$ cat src/rtl/mac_pkg.sv
// Shared definitions for the MAC processing element: FSM states, dataflow
// mode encoding and instruction bit positions.
package mac_pkg;

    typedef enum logic [1:0] {
        IDLE  = 2'd0,
        LOAD  = 2'd1,
        READY = 2'd2,
        ACC   = 2'd3
    } state_t;

    localparam logic MODE_WS = 1'b0;
    localparam logic MODE_OS = 1'b1;

    localparam int INST_LOAD = 0;
    localparam int INST_EXEC = 1;

endpackage

$ cat src/rtl/mac_mul_add.sv
// Combinational act*wgt + addend with a selectable signed/unsigned activation.
// Build option: MAC_PE_SAT_EN clamps the sum to the signed PSUM_BW range.
module mac_mul_add #(
    parameter int BW      = 4,
    parameter int PSUM_BW = 16
) (
    input  logic [BW-1:0]      act,
    input  logic [BW-1:0]      wgt,
    input  logic [PSUM_BW-1:0] addend,
    input  logic               act_signed,
    output logic [PSUM_BW-1:0] sum
);
    localparam int PROD_BW = 2*BW + 1;

    logic signed [BW:0]         act_ext;
    logic signed [PROD_BW-1:0]  act_x;
    logic signed [PROD_BW-1:0]  wgt_x;
    logic signed [PROD_BW-1:0]  prod;

    // A BW+1 bit activation keeps 2^BW-1 positive in unsigned mode.
    assign act_ext = {act_signed & act[BW-1], act};
    assign act_x   = {{(PROD_BW-BW-1){act_ext[BW]}}, act_ext};
    assign wgt_x   = {{(BW+1){wgt[BW-1]}}, wgt};
    assign prod    = act_x * wgt_x;

`ifdef MAC_PE_SAT_EN
    // One guard bit above the wider of product and addend so the sum never wraps.
    localparam int EXT_BW = ((PSUM_BW > PROD_BW) ? PSUM_BW : PROD_BW) + 1;

    logic signed [EXT_BW-1:0] prod_x;
    logic signed [EXT_BW-1:0] add_x;
    logic signed [EXT_BW-1:0] full;
    logic signed [EXT_BW-1:0] max_x;
    logic signed [EXT_BW-1:0] min_x;

    assign prod_x = {{(EXT_BW-PROD_BW){prod[PROD_BW-1]}}, prod};
    assign add_x  = {{(EXT_BW-PSUM_BW){addend[PSUM_BW-1]}}, addend};
    assign full   = prod_x + add_x;
    assign max_x  = {{(EXT_BW-PSUM_BW+1){1'b0}}, {(PSUM_BW-1){1'b1}}};
    assign min_x  = {{(EXT_BW-PSUM_BW+1){1'b1}}, {(PSUM_BW-1){1'b0}}};

    always_comb begin
        sum = full[PSUM_BW-1:0];
        if (full > max_x)
            sum = {1'b0, {(PSUM_BW-1){1'b1}}};
        else if (full < min_x)
            sum = {1'b1, {(PSUM_BW-1){1'b0}}};
    end
`else
    logic [PSUM_BW-1:0] prod_p;

    if (PSUM_BW > PROD_BW) begin : g_ext
        assign prod_p = {{(PSUM_BW-PROD_BW){prod[PROD_BW-1]}}, prod};
    end else begin : g_trunc
        assign prod_p = prod[PSUM_BW-1:0];
    end

    assign sum = prod_p + addend;
`endif

endmodule

$ cat src/rtl/mac_pe.sv
// Systolic MAC processing element supporting weight-stationary and
// output-stationary dataflow. Build option: MAC_PE_SAT_EN (saturating sums).
module mac_pe
    import mac_pkg::*;
#(
    parameter int BW      = 4,
    parameter int PSUM_BW = 16
) (
    input  logic               clk,
    input  logic               reset,
    input  logic               mode,
    input  logic [1:0]         inst,
    input  logic               drain,
    input  logic [BW-1:0]      in_w,
    input  logic               in_w_valid,
    input  logic [PSUM_BW-1:0] in_n,
    input  logic               in_n_valid,
    output logic [BW-1:0]      out_e,
    output logic               out_e_valid,
    output logic [PSUM_BW-1:0] out_s,
    output logic               out_s_valid,
    output logic               busy
);
    state_t             state;
    state_t             state_nxt;
    logic               mode_r;
    logic               eff_mode;
    logic [BW-1:0]      weight;
    logic [PSUM_BW-1:0] acc;
    logic               both_v;
    logic               is_acc;
    logic [BW-1:0]      ma_wgt;
    logic [PSUM_BW-1:0] ma_add;
    logic [PSUM_BW-1:0] ma_sum;

    // mode is only observed while idle; afterwards the latched copy rules.
    assign eff_mode = (state == IDLE) ? mode : mode_r;
    assign both_v   = in_w_valid & in_n_valid;
    assign is_acc   = (state == ACC);
    assign busy     = (state != IDLE);

    // One multiply-add serves both modes: WS uses the stored weight and the
    // northern psum, OS uses the streamed weight and the local accumulator.
    assign ma_wgt = is_acc ? in_n[BW-1:0] : weight;
    assign ma_add = is_acc ? acc : in_n;

    mac_mul_add #(
        .BW      (BW),
        .PSUM_BW (PSUM_BW)
    ) u_mul_add (
        .act        (in_w),
        .wgt        (ma_wgt),
        .addend     (ma_add),
        .act_signed (is_acc),
        .sum        (ma_sum)
    );

    always_comb begin
        state_nxt = state;
        case (state)
            IDLE: begin
                if (eff_mode == MODE_OS && inst[INST_EXEC])
                    state_nxt = ACC;
                else if (eff_mode == MODE_WS && inst[INST_LOAD])
                    state_nxt = LOAD;
            end
            LOAD:    if (in_w_valid)     state_nxt = READY;
            READY:   if (inst == 2'b00)  state_nxt = IDLE;
            ACC:     if (drain)          state_nxt = IDLE;
            default: state_nxt = IDLE;
        endcase
    end

    always_ff @(posedge clk or negedge reset) begin
        if (!reset) begin
            state       <= IDLE;
            mode_r      <= MODE_WS;
            weight      <= '0;
            acc         <= '0;
            out_e       <= '0;
            out_e_valid <= 1'b0;
            out_s       <= '0;
            out_s_valid <= 1'b0;
        end else begin
            state <= state_nxt;
            if (state == IDLE)
                mode_r <= mode;

            // The weight beat captured in LOAD is consumed, not passed east.
            out_e       <= in_w;
            out_e_valid <= in_w_valid & (state != LOAD);

            case (state)
                LOAD: begin
                    out_s_valid <= 1'b0;
                    if (in_w_valid)
                        weight <= in_w;
                end
                READY: begin
                    out_s_valid <= inst[INST_EXEC] & both_v;
                    if (inst[INST_EXEC] & both_v)
                        out_s <= ma_sum;
                end
                ACC: begin
                    if (drain) begin
                        out_s       <= both_v ? ma_sum : acc;
                        out_s_valid <= 1'b1;
                        acc         <= '0;
                    end else begin
                        if (both_v)
                            acc <= ma_sum;
                        out_s       <= {{(PSUM_BW-BW){in_n[BW-1]}}, in_n[BW-1:0]};
                        out_s_valid <= in_n_valid;
                    end
                end
                default: out_s_valid <= 1'b0;
            endcase
        end
    end

endmodule

$ cat config.mk
export PLATFORM = sky130hd
export DESIGN_NAME = mac_pe
export DESIGN_NICKNAME = d
export VERILOG_FILES = /design/src/rtl/mac_pkg.sv /design/src/rtl/mac_mul_add.sv /design/src/rtl/mac_pe.sv
export SDC_FILE = /design/constraint.sdc
export NUM_CORES = 1
export LEC_CHECK = 0
export ABC_AREA = 1
export CAP_MARGIN = 20
export CELL_PAD_IN_SITES_DETAIL_PLACEMENT = 0
export CELL_PAD_IN_SITES_GLOBAL_PLACEMENT = 2
export CORE_AREA = 2 2 116 118
export DETAILED_ROUTE_END_ITERATION = 8
export DIE_AREA = 0 0 118 120
export PLACE_DENSITY = 0.9
export SETUP_SLACK_MARGIN = 0.5
export SLEW_MARGIN = 15
export SYNTH_ARGS = -nofsm -noshare
export SYNTH_HDL_FRONTEND = slang
export SYNTH_HIERARCHICAL = 1
export SYNTH_SLANG_ARGS = --single-unit
$ cat constraint.sdc
create_clock -name clk -period 6.2 [get_ports clk]
set_clock_uncertainty 0.2 [all_clocks]
set_input_delay 1.24 -clock clk [delete_from_list [all_inputs] [get_ports clk]]
set_output_delay 1.24 -clock clk [all_outputs]
set_load 0.02 [all_outputs]
# Yosys cells after proc, flatten, opt, wreduce, memory -nomap -nowiden
# Cells that the tools add are included.
[totals]
ff_bits = 45
elab_cells = 49
out_inout_bits = 23
input_bits = 28
[classes]
multipliers = 1
add_sub_neg = 1
muxes = 16
bitwise = 5
n_reduce_logical = 9
n_eq_ne = 9
[op_table]
columns = ["cell", "count"]
rows = [
  ["$mux 16", 5],
  ["$pmux 16 s2", 1],
  ["$add 16x16->16", 1],
  ["$mux 2", 5],
  ["$mul 5x4->9", 1],
  ["$ne 2x2->1 const B", 4],
  ["$pmux 2 s4", 1],
  ["$and 1x1->1", 4],
  ["$eq 2x2->1 const B", 2],
  ["$logic_not 2->1", 2],
  ["$mux 4", 1],
  ["$reduce_and 2->1", 2],
  ["$reduce_and 4->1", 1],
  ["$reduce_bool 2->1", 2],
  ["$ne 3x1->1 const B", 1],
  ["$eq 2x1->1 const B", 1],
  ["$logic_and 1x1->1", 2],
  ["$mux 1", 2],
  ["$ne 2x1->1 const B", 1],
  ["$pmux 1 s2", 1],
  ["$not 1->1", 1],
]

# Depth between registers and ports, before layout
# Gate-level depths: netlist of run 1.
[logic_depth]
ltp_word = 7
mapped_depth = 34
depth_no_buf = 31

# Cells and area by module
# Netlist of run 1, hierarchy kept.
[modules_own_cells]
columns = ["mod", "n_inst", "seq_area_each_um2", "cells_per_inst", "area_per_inst_um2"]
rows = [
  ["mac_pe", 1, 1126.1, 319, 2458.6],
  ["mac_mul_add", 1, 0.0, 239, 1564.0],
]

# Worst setup path after synthesis of run 1
# OpenSTA, ideal clock, no wires.
[synth_path]
path_type = "input port to flip-flop"
from = "input in_n[1]"
to = "register out_s[10]"
path_stages = 25
setup_slack_ns = 0.443
t_arrival_ns = 5.435
t_required_ns = 5.878
path_buffers = 0
setup_ns = 0.122
path_cell_list = "inv_1 -> o21ai_0 -> inv_1 -> nor2_1 -> fa_1 -> fa_1 -> ha_1 -> ha_1 -> nand2_1 -> inv_1 -> nand2_1 -> nand2_1 -> nor2_1 -> nand3_1 -> nand2_1 -> ha_1 -> a21o_1 -> o21bai_1 -> a21oi_1 -> nand2_1 -> xor2_1 -> nand2_1 -> nand2_1 -> a21boi_2 -> o21ai_1"
[synth_via]
elab_chain_cells = 6
elab_cells_between_ends = 8
cone_classes = "1 x add/sub; 1 x mul; 6 x mux"
[synth_lines]
columns = ["element", "line_no", "source"]
rows = [
  ["start, declared", "mac_pe.sv:16", "input logic [PSUM_BW-1:0] in_n,"],
  ["$mux 4 *", "mac_pe.sv:44", "assign ma_wgt = is_acc ? in_n[BW-1:0] : weight;"],
  ["net ma_wgt[1]", "mac_pe.sv:32", "logic [BW-1:0] ma_wgt;"],
  ["$mul 5x4->9 *", "mac_mul_add.sv:24", "assign prod = act_x * wgt_x;"],
  ["$add 16x16->16 *", "mac_mul_add.sv:58", "assign sum = prod_p + addend;"],
  ["net ma_sum[10]", "mac_pe.sv:34", "logic [PSUM_BW-1:0] ma_sum;"],
  ["$mux 16", "--", ""],
  ["$mux 16", "mac_pe.sv:105", "if (drain) begin"],
  ["$pmux 16 s2 *", "mac_pe.sv:93", "case (state)"],
  ["end signal, assigned", "mac_pe.sv:102", "out_s <= ma_sum;"],
  ["end signal, assigned", "mac_pe.sv:106", "out_s <= both_v ? ma_sum : acc;"],
  ["end signal, assigned", "mac_pe.sv:112", "out_s <= {{(PSUM_BW-BW){in_n[BW-1]}}, in_n[BW-1:0]};"],
  ["end, declared", "mac_pe.sv:20", "output logic [PSUM_BW-1:0] out_s,"],
]
# Mark *: on every way through the listed nets, which the timed path passes. The rest lies on a longest branch. The select of a mux whose other input is x is not followed.
# A chain may end at the register's enable or synchronous reset.

# Worst setup path in the final report of run 1
[layout_path]
from = "input in_n[3]"
to = "register out_s[12]"
# The elaborated chain is that of the path after synthesis.

==> results of run 1 <==
metrics by stage:
step | utilization, % | hold slack [ps]
after floorplan | - | 280
after global placement | 38.2 | 273
after detailed placement | 38.2 | 277
after CTS | 40.3 | 293
after global routing | 43.4 | 313
final | 43.4 | 297
cells by family after synthesis:
logic type | Yosys count
and+or+nand+nor | 236
AOI/OAI and AO/OA | 128
buffers and inverters | 89
DFF | 45
adders and majority gates | 41
xor gates and xnor gates | 15
muxes | 4
repair_timing:
action,4_1_cts,5_1_grt
hold buffers,0,0
setup endpoints to repair,22,22
pin swaps,16,41
setup buffers,1,7
resized for setup,30,73
state kept, by name, summed over array words and instances, names as in the netlist:
| name | cells |
|---|---|
| out_s_valid | 1 |
| out_s | 16 |
| acc | 16 |
| state | 2 |
| mode_r | 1 |
| out_e | 4 |
| weight | 4 |
| out_e_valid | 1 |
metal layers:
| layer | global-route usage [%] | part of all wire, % | vias to the layer above |
|---|---|---|---|
| met1 | 22.3 | 49 | 1853 |
| met4 | 4.14 | 1.4 | 0 |
| li1 | - | - | 2001 |
| met5 | 0 | 0 | - |
| met3 | 1.62 | 3.4 | 11 |
| met2 | 27.0 | 47 | 59 |
synth_stat cells, drive strengths merged, types with 3 or more instances:
cell type	count	area, um2
dfrtp	45	1130
o21a	3	22.5
inv	69	259
a21o	3	22.5
o21ai	76	380
nand2	160	628
nor2	29	111
a21oi	26	149
fa	12	240
ha	29	363
xor2	10	87.6
o22ai	3	18.8
nand3	40	220
xnor2	5	43.8
a21boi	14	116
mux2	4	45.0
clkbuf	5	20.0
buf	14	101
area by class of cell:
class / count / area [um2]
repair buffers: 105 / 950
well taps: 176 / 220
inverters: 70 / 263
fillers: 1354 / 7340
flip-flops and latches: 45 / 1130
clock buffers: 5 / 125
multi-input cells: 424 / 2910
clock inverters: 3 / 46.3
worst paths after layout:
path | endpoint | start
hold / removal | out_s[12] | out_s[12]
min in group asynchronous | out_s[14] | reset
setup / recovery | out_s[12] | in_n[3]
max in group asynchronous | out_e[1] | reset
hold reg to reg | out_s[12] | out_s[12]
setup reg to reg | out_s[12] | state[0]
worst max-delay path, stage by stage:
cell and delay [ps]:
buf_8 80, nand2_4 40, nand2_4 60, inv_2 30, or2_4 240, fa_1 560, fa_1 440, fa_1 460
inv_1 70, ha_2 180, inv_2 50, fa_2 350, o21ai_2 180, xor2_2 190, ha_4 250, a21oi_4 180
buf_4 150, o21ai_4 50, nand2_2 70, nand3_2 80, xor2_1 210, nand2_1 80, nand2_1 110, a21boi_1 60
o21ai_1 130
==> results_dict.tcl, run 1 <==
set metrics [dict create \
    synth_top_family_by_area "simple AND/OR/NAND/NOR gates" \
    core_area_um2 13000 \
    worst_slew_pin_slew_ps 856 \
    reg2reg_depth 26 \
    die_h_um 120 \
    cp-end-kind "register" \
    pin_count 51 \
    stdcell_area_um2 5640 \
    wl_per_cell_um 13.4 \
    crit_type "in -> reg" \
    drt_iter0_markers 193 \
    htreeDepth 2 \
    numClockSinks 45 \
    cp_max_fo 5 \
    final_common_cell "nand2_1" \
    start_kind "primary input" \
    placed_area_um2 4960 \
    synthXorXnorAreaFrac_pct 3.27 \
    fin_crit_ps 5530 \
    yosysUniqueCellTypes 39 \
    clk_pin_slew_ps 60 \
    final_cell_mix "nand2_1 (137), inv_1 (61), o21ai_0 (54)" \
    syn_area_um2 4020 \
    clkLatencyLatePin_ps 290 \
    clock_path_buffers 2 \
    async_reset_ff_share_pct 100 \
    drive_gt1_share_pct 24.8 \
    diodes 0 \
    final_cells 828 \
    wl_um 11100 \
    area_growth_pct 40.2 \
    finalHoldViolCount 0 \
    ff2ff_setup_slack_ps 780 \
    synth.avg_cell_area_um2 7.21 \
    critical_path_arrival_ps 5550 \
    max_freq_ghz 0.181 \
    place_ws_ps -350 \
    synth_flop_cell "dfrtp_1" \
    grt_start_max_net_pins 46 \
    row_count 42 \
    yosys.area_share.simple_pct 24.9 \
    post-route-period-util_pct 89.2 \
    ys_seq_area_share_pct 28.0 \
    hpwl_um 8310 \
    fin_nets 720 \
    die-area_um2 14200 \
    firstDrtPassIters 4 \
    clock-root-buffer "clkbuf_16" \
    overflow 0 \
    synth_compound_area_share_pct 18.1 \
    synth_edf_count 0 \
    initial_core_util_pct 31.0 \
    min_path_cells 2 \
    cts_tree "yes" \
    synth_fa_ha_area_share_pct 15.0 \
    hp-class "reg -> reg" \
    grt_pass1_wl_um 18900 \
    remaining_drc_errors 0 \
    grt_setup_unrepaired "true" \
    synth_cells 558 \
    synth-seq-cells 45 \
    drv_slew 0 \
    die-width_um 118 \
    cts_buffers 5 \
    antenna_left 0 \
    yosys-mux-area-fraction_pct 1.12 \
    setup_viol 0 \
    outcome "finished clean" \
    setup_ws_ps 667 \
    antenna_found_initial 0 \
    synth_nets 627 \
    slew_headroom_pct 42.8 \
    fin_setup_tns_ps 0 \
    worstPathRequired_ps 6220 \
    vias_per_cell 4.74 \
    dp.cells 811 \
    globalplace.congestion 0.859 \
    drv_cap 0 \
    synth_warnings 6 \
    port_buffers 50 \
    grt_pass1_vias 3908 \
    vias 3924 \
    track_usage_pct 16.1 \
]
Power of run 1 is left out: the tool's default activity adds up to more than one toggle a clock period on the data nets, which glitch-free logic cannot reach.
==> run 2: changes to the inputs <==
CORE_AREA = 3 3 117 119   (was 2 2 116 118)
DIE_AREA = 0 0 120 122   (was 0 0 118 120)
==> results_dict.tcl, run 2 (synthesis gave the netlist of run 1 again) <==
set metrics [dict create \
    remaining_drc_errors 0 \
    vias_per_cell 4.78 \
    worstSetupEndpoint "out_s[15]" \
    max_freq_ghz 0.175 \
    overflow 0 \
    post-route-period-util_pct 92.0 \
    finalHoldViolCount 0 \
    final_common_cell "nand2_1" \
    port_buffers 50 \
    drt_iter0_markers 291 \
    die-area_um2 14600 \
    slew_headroom_pct 42.5 \
    multi_input_area_um2 3080 \
    worstPathRequired_ps 6170 \
    dp.cells 805 \
    hpwl_um 8330 \
    cts_tree "yes" \
    antenna_found_initial 0 \
    setup_ws_ps 494 \
    htreeDepth 2 \
    use_met3_pct 1.62 \
    clock-root-buffer "clkbuf_16" \
    start_kind "primary input" \
    grt_busiest_layer "met2" \
    drive_gt1_share_pct 27.8 \
    antenna_left 0 \
    clkLatencyLatePin_ps 290 \
    clk_pin_slew_ps 60 \
    wl_per_cell_um 13.8 \
    worstSetupStartpoint "in_n[3]" \
    die_h_um 122 \
    numClockSinks 45 \
    reg2reg_depth 28 \
    setup_viol 0 \
    gr-usage-met1_pct 21.3 \
    hold_start "out_s[4]" \
    fin_setup_tns_ps 0 \
    grt_start_max_net_pins 46 \
    die-width_um 120 \
    r2r-start "state[0]" \
    ff2ff_setup_slack_ps 640 \
    critical_path_arrival_ps 5680 \
    final_cell_mix "nand2_1 (131), inv_1 (59), buf_4 (47)" \
    globalplace.congestion 0.866 \
    diodes 0 \
    fillCellCount 1246 \
    crit_type "in -> reg" \
    area_growth_pct 43.5 \
    cp_max_fo 4 \
    fin_crit_ps 5710 \
    met2_usage_pct 26.1 \
    clock_path_buffers 2 \
    timing.rr.end "out_s[15]" \
    placed_area_um2 4940 \
    grt_setup_unrepaired "true" \
    largestRegisters "acc: 16 flops, out_s: 16 flops" \
    wl_um 11400 \
    stdcell_area_um2 5770 \
    row_count 41 \
    track_usage_pct 15.6 \
    postCtsHoldBufs 0 \
    hp-class "reg -> reg" \
    pin_count 51 \
    fin_nets 718 \
    final_cells 822 \
    regArea_um2 1130 \
    vias 3930 \
    initial_core_util_pct 31.7 \
    worst_slew_pin_slew_ps 860 \
    place_ws_ps -422 \
    outcome "finished clean" \
    cp-end-kind "register" \
    core_area_um2 12700 \
    grt_pass1_wl_um 18700 \
    firstDrtPassIters 4 \
    cts_buffers 5 \
    drv_slew 0 \
    drv_cap 0 \
    grt_pass1_vias 3914 \
]
run 2: cell types whose count changed in the layout (fill, tap and decap cells not counted), moves of 3 or more:
cell     before  now
ha_2          3    0
buf_4        51   47
nand3_1      33   30
nand2_1     137  131
o21ai_1      16   25
o21ai_0      54   46
ha_4         11   16
buf_6         2    7
nand2_2      19   25
run 2: timing repair:
| action | 4_1_cts | 5_1_grt |
|---|---|---|
| pin swaps | 20 | 46 |
| endpoints found under the setup margin | 22 | 22 |
| gates resized for setup | 41 | 106 |
| setup buffers | 3 | 6 |
run 2: how the worst min path moves through the flow:
stage                            to  cells past startpoint
final                      out_s[4]                      2
after global routing       out_s[8]                      2
after CTS                  out_s[4]                      2
after detailed placement   out_s[4]                      2
after global placement     out_s[6]                      2
after floorplan           weight[0]                      1
run 2: worst max-delay path, cell delays in order:
cell	delay [ps]
buf_6	70
nand2_2	50
nand2_2	80
inv_2	40
or2_4	240
fa_1	560
fa_1	440
fa_1	480
inv_2	80
ha_4	150
inv_4	40
fa_2	350
o21ai_2	160
xor2_1	280
ha_4	280
nand2_2	100
buf_6	110
nor2_4	40
and2_4	170
a21oi_4	150
inv_1	60
nand2_1	70
nand2_2	70
nand2_2	70
nand2_2	70
a21boi_1	140
o21ai_1	90
run 2: layout make-up:
class	instances	area share [%]
multi-input cells	424	53.3
repair buffers	103	16.0
clock inverters	1	0.0867
clock buffers	7	2.64
well taps	172	3.73
inverters	70	4.68
flip-flops and latches	45	19.5
run 2: per-layer routing:
metal | vias to the layer above | routed length [um]
met5 | - | 0
met4 | 0 | 180
met3 | 11 | 355
met2 | 76 | 5360
met1 | 1847 | 5460
li1 | 1996 | -
run 2: metrics by stage:
step	hold WS, ps	util (%)
3_3_place_gp	273	39.0
6_report	282	45.6
5_1_grt	326	45.6
3_5_place_dp	273	39.0
2_1_floorplan	280	-
4_1_cts	288	41.4
Power of run 2 is left out for the same reason.
==> run 3: changes to the inputs <==
--- a/config.mk
+++ b/config.mk
@@ -14,3 +14,3 @@
 export DIE_AREA = 0 0 120 122
-export PLACE_DENSITY = 0.9
+export PLACE_DENSITY_LB_ADDON = 0.1
 export SETUP_SLACK_MARGIN = 0.5
--- a/constraint.sdc
+++ b/constraint.sdc
@@ -4,2 +4,2 @@
 set_output_delay 1.24 -clock clk [all_outputs]
-set_load 0.02 [all_outputs]
+set_load 0.1 [all_outputs]
==> results_dict.tcl, run 3 (synthesis gave the netlist of run 1 again) <==
set metrics [dict create \
    grt_start_max_net_pins 46 \
    clkLatencyLatePin_ps 300 \
    firstDrtPassIters 5 \
    row_count 41 \
    finalHoldViolCount 0 \
    htreeDepth 2 \
    hpwl_um 9260 \
    grt_setup_unrepaired "false" \
    antenna_found_initial 0 \
    overflow 0 \
    cts_buffers 5 \
    numClockSinks 45 \
    drt_iter0_markers 138 \
    drive_gt1_share_pct 29.5 \
    final_common_cell "nand2_1" \
    setup_ws_ps 676 \
    core_area_um2 12700 \
    max_freq_ghz 0.181 \
    die-area_um2 14600 \
    vias 3984 \
    critical_path_arrival_ps 5550 \
    slew_headroom_pct 34.0 \
    place_ws_ps -434 \
    drv_cap 0 \
    drv_slew 0 \
    wl_per_cell_um 14.9 \
    fillCellCount 1294 \
    clock-root-buffer "clkbuf_16" \
    wl_met1_um 5810 \
    outcome "finished clean" \
    cts_tree "yes" \
    globalplace.congestion 0.854 \
    start_kind "primary input" \
    remaining_drc_errors 0 \
    grt_pass1_wl_um 20100 \
    crit_type "in -> reg" \
    final_cell_mix "nand2_1 (125), inv_1 (61), buf_4 (60)" \
    cp_max_fo 5 \
    die-width_um 120 \
    worstPathRequired_ps 6220 \
    hp-class "reg -> reg" \
    clock_path_buffers 2 \
    fin_crit_ps 5520 \
    pin_count 51 \
    fin_nets 729 \
    port_buffers 50 \
    cp-end-kind "register" \
    setup_viol 0 \
    top_layer "met4" \
    grt_pass1_vias 3958 \
    clk_pin_slew_ps 70 \
    antenna_left 0 \
    post-route-period-util_pct 89.1 \
    area_growth_pct 44.9 \
    diodes 0 \
    largestRegisters "acc: 16 flops, out_s: 16 flops" \
    dr_wl_met3_um 406 \
    vias_per_cell 4.78 \
    initial_core_util_pct 31.7 \
    met2_wirelength_um 6020 \
    die_h_um 122 \
    wl_um 12400 \
    track_usage_pct 17.1 \
    worst_slew_pin_slew_ps 986 \
]
==> run 3: timing repair <==
item / CTS / global route
setup endpoints to repair: 24 / 20
setup buffers: 2 / 5
pin swaps: 25 / 50
hold buffers: 0 / 0
resized for setup: 60 / 77
==> run 3: cell type report <==
cell class	count	area (um2)	area share (%)
timing repair buffer	114	981	16.8
multi-input combinational	424	3060	52.5
clock inverter	2	37.5	0.644
tap	172	215	3.69
inverter	70	267	4.57
sequential	45	1130	19.3
clock buffer	6	139	2.38
==> run 3: worst paths after layout <==
| check | end | cells after the start | from | slack, ps |
|---|---|---|---|---|
| min in group asynchronous | out_s[14] | 2 | reset | 830 |
| setup / recovery | out_s[15] | 24 | in_w[0] | 680 |
| hold reg to reg | out_s[4] | 2 | out_s[4] | 290 |
| setup reg to reg | out_s[15] | 28 | state[0] | 810 |
| hold / removal | out_s[4] | 2 | out_s[4] | 290 |
| max in group asynchronous | acc[2] | 2 | reset | 4530 |
==> run 3: per-layer routing <==
metal	vias to the layer above	global-route usage, %
li1	2012	-
met1	1893	23.1
met2	67	29.5
met3	12	2.65
met4	0	3.15
met5	-	0
==> run 3: stage by stage <==
stage | cell area [um2] | hold WS, ps | instances | util (%) | setup TNS [ps]
finish | 5830 | 288 | 833 | 46.0 | 0
global route | 5830 | 320 | 833 | 46.0 | 0
CTS | 5420 | 296 | 828 | 42.8 | 0
detailed placement | 5040 | 279 | 818 | 39.8 | -7060
global placement | 5040 | 272 | 818 | 39.8 | -5760
floorplan | 4020 | 280 | 558 | - | 0
==> run 3: critical path: stages <==
cell,delay [ps]
dlygate4sd2_1,260
or2_4,240
fa_1,480
fa_1,530
fa_2,450
inv_2,80
ha_4,130
inv_2,40
fa_2,340
o21ai_2,180
xor2_2,100
ha_4,320
nand2_2,70
buf_4,130
nor2_2,150
and2_4,180
a21oi_4,50
inv_1,50
nand2_1,60
nand2_2,100
nand2_2,60
nand2_2,90
a21boi_2,50
o21ai_1,140
Power of run 3 is left out for the same reason.
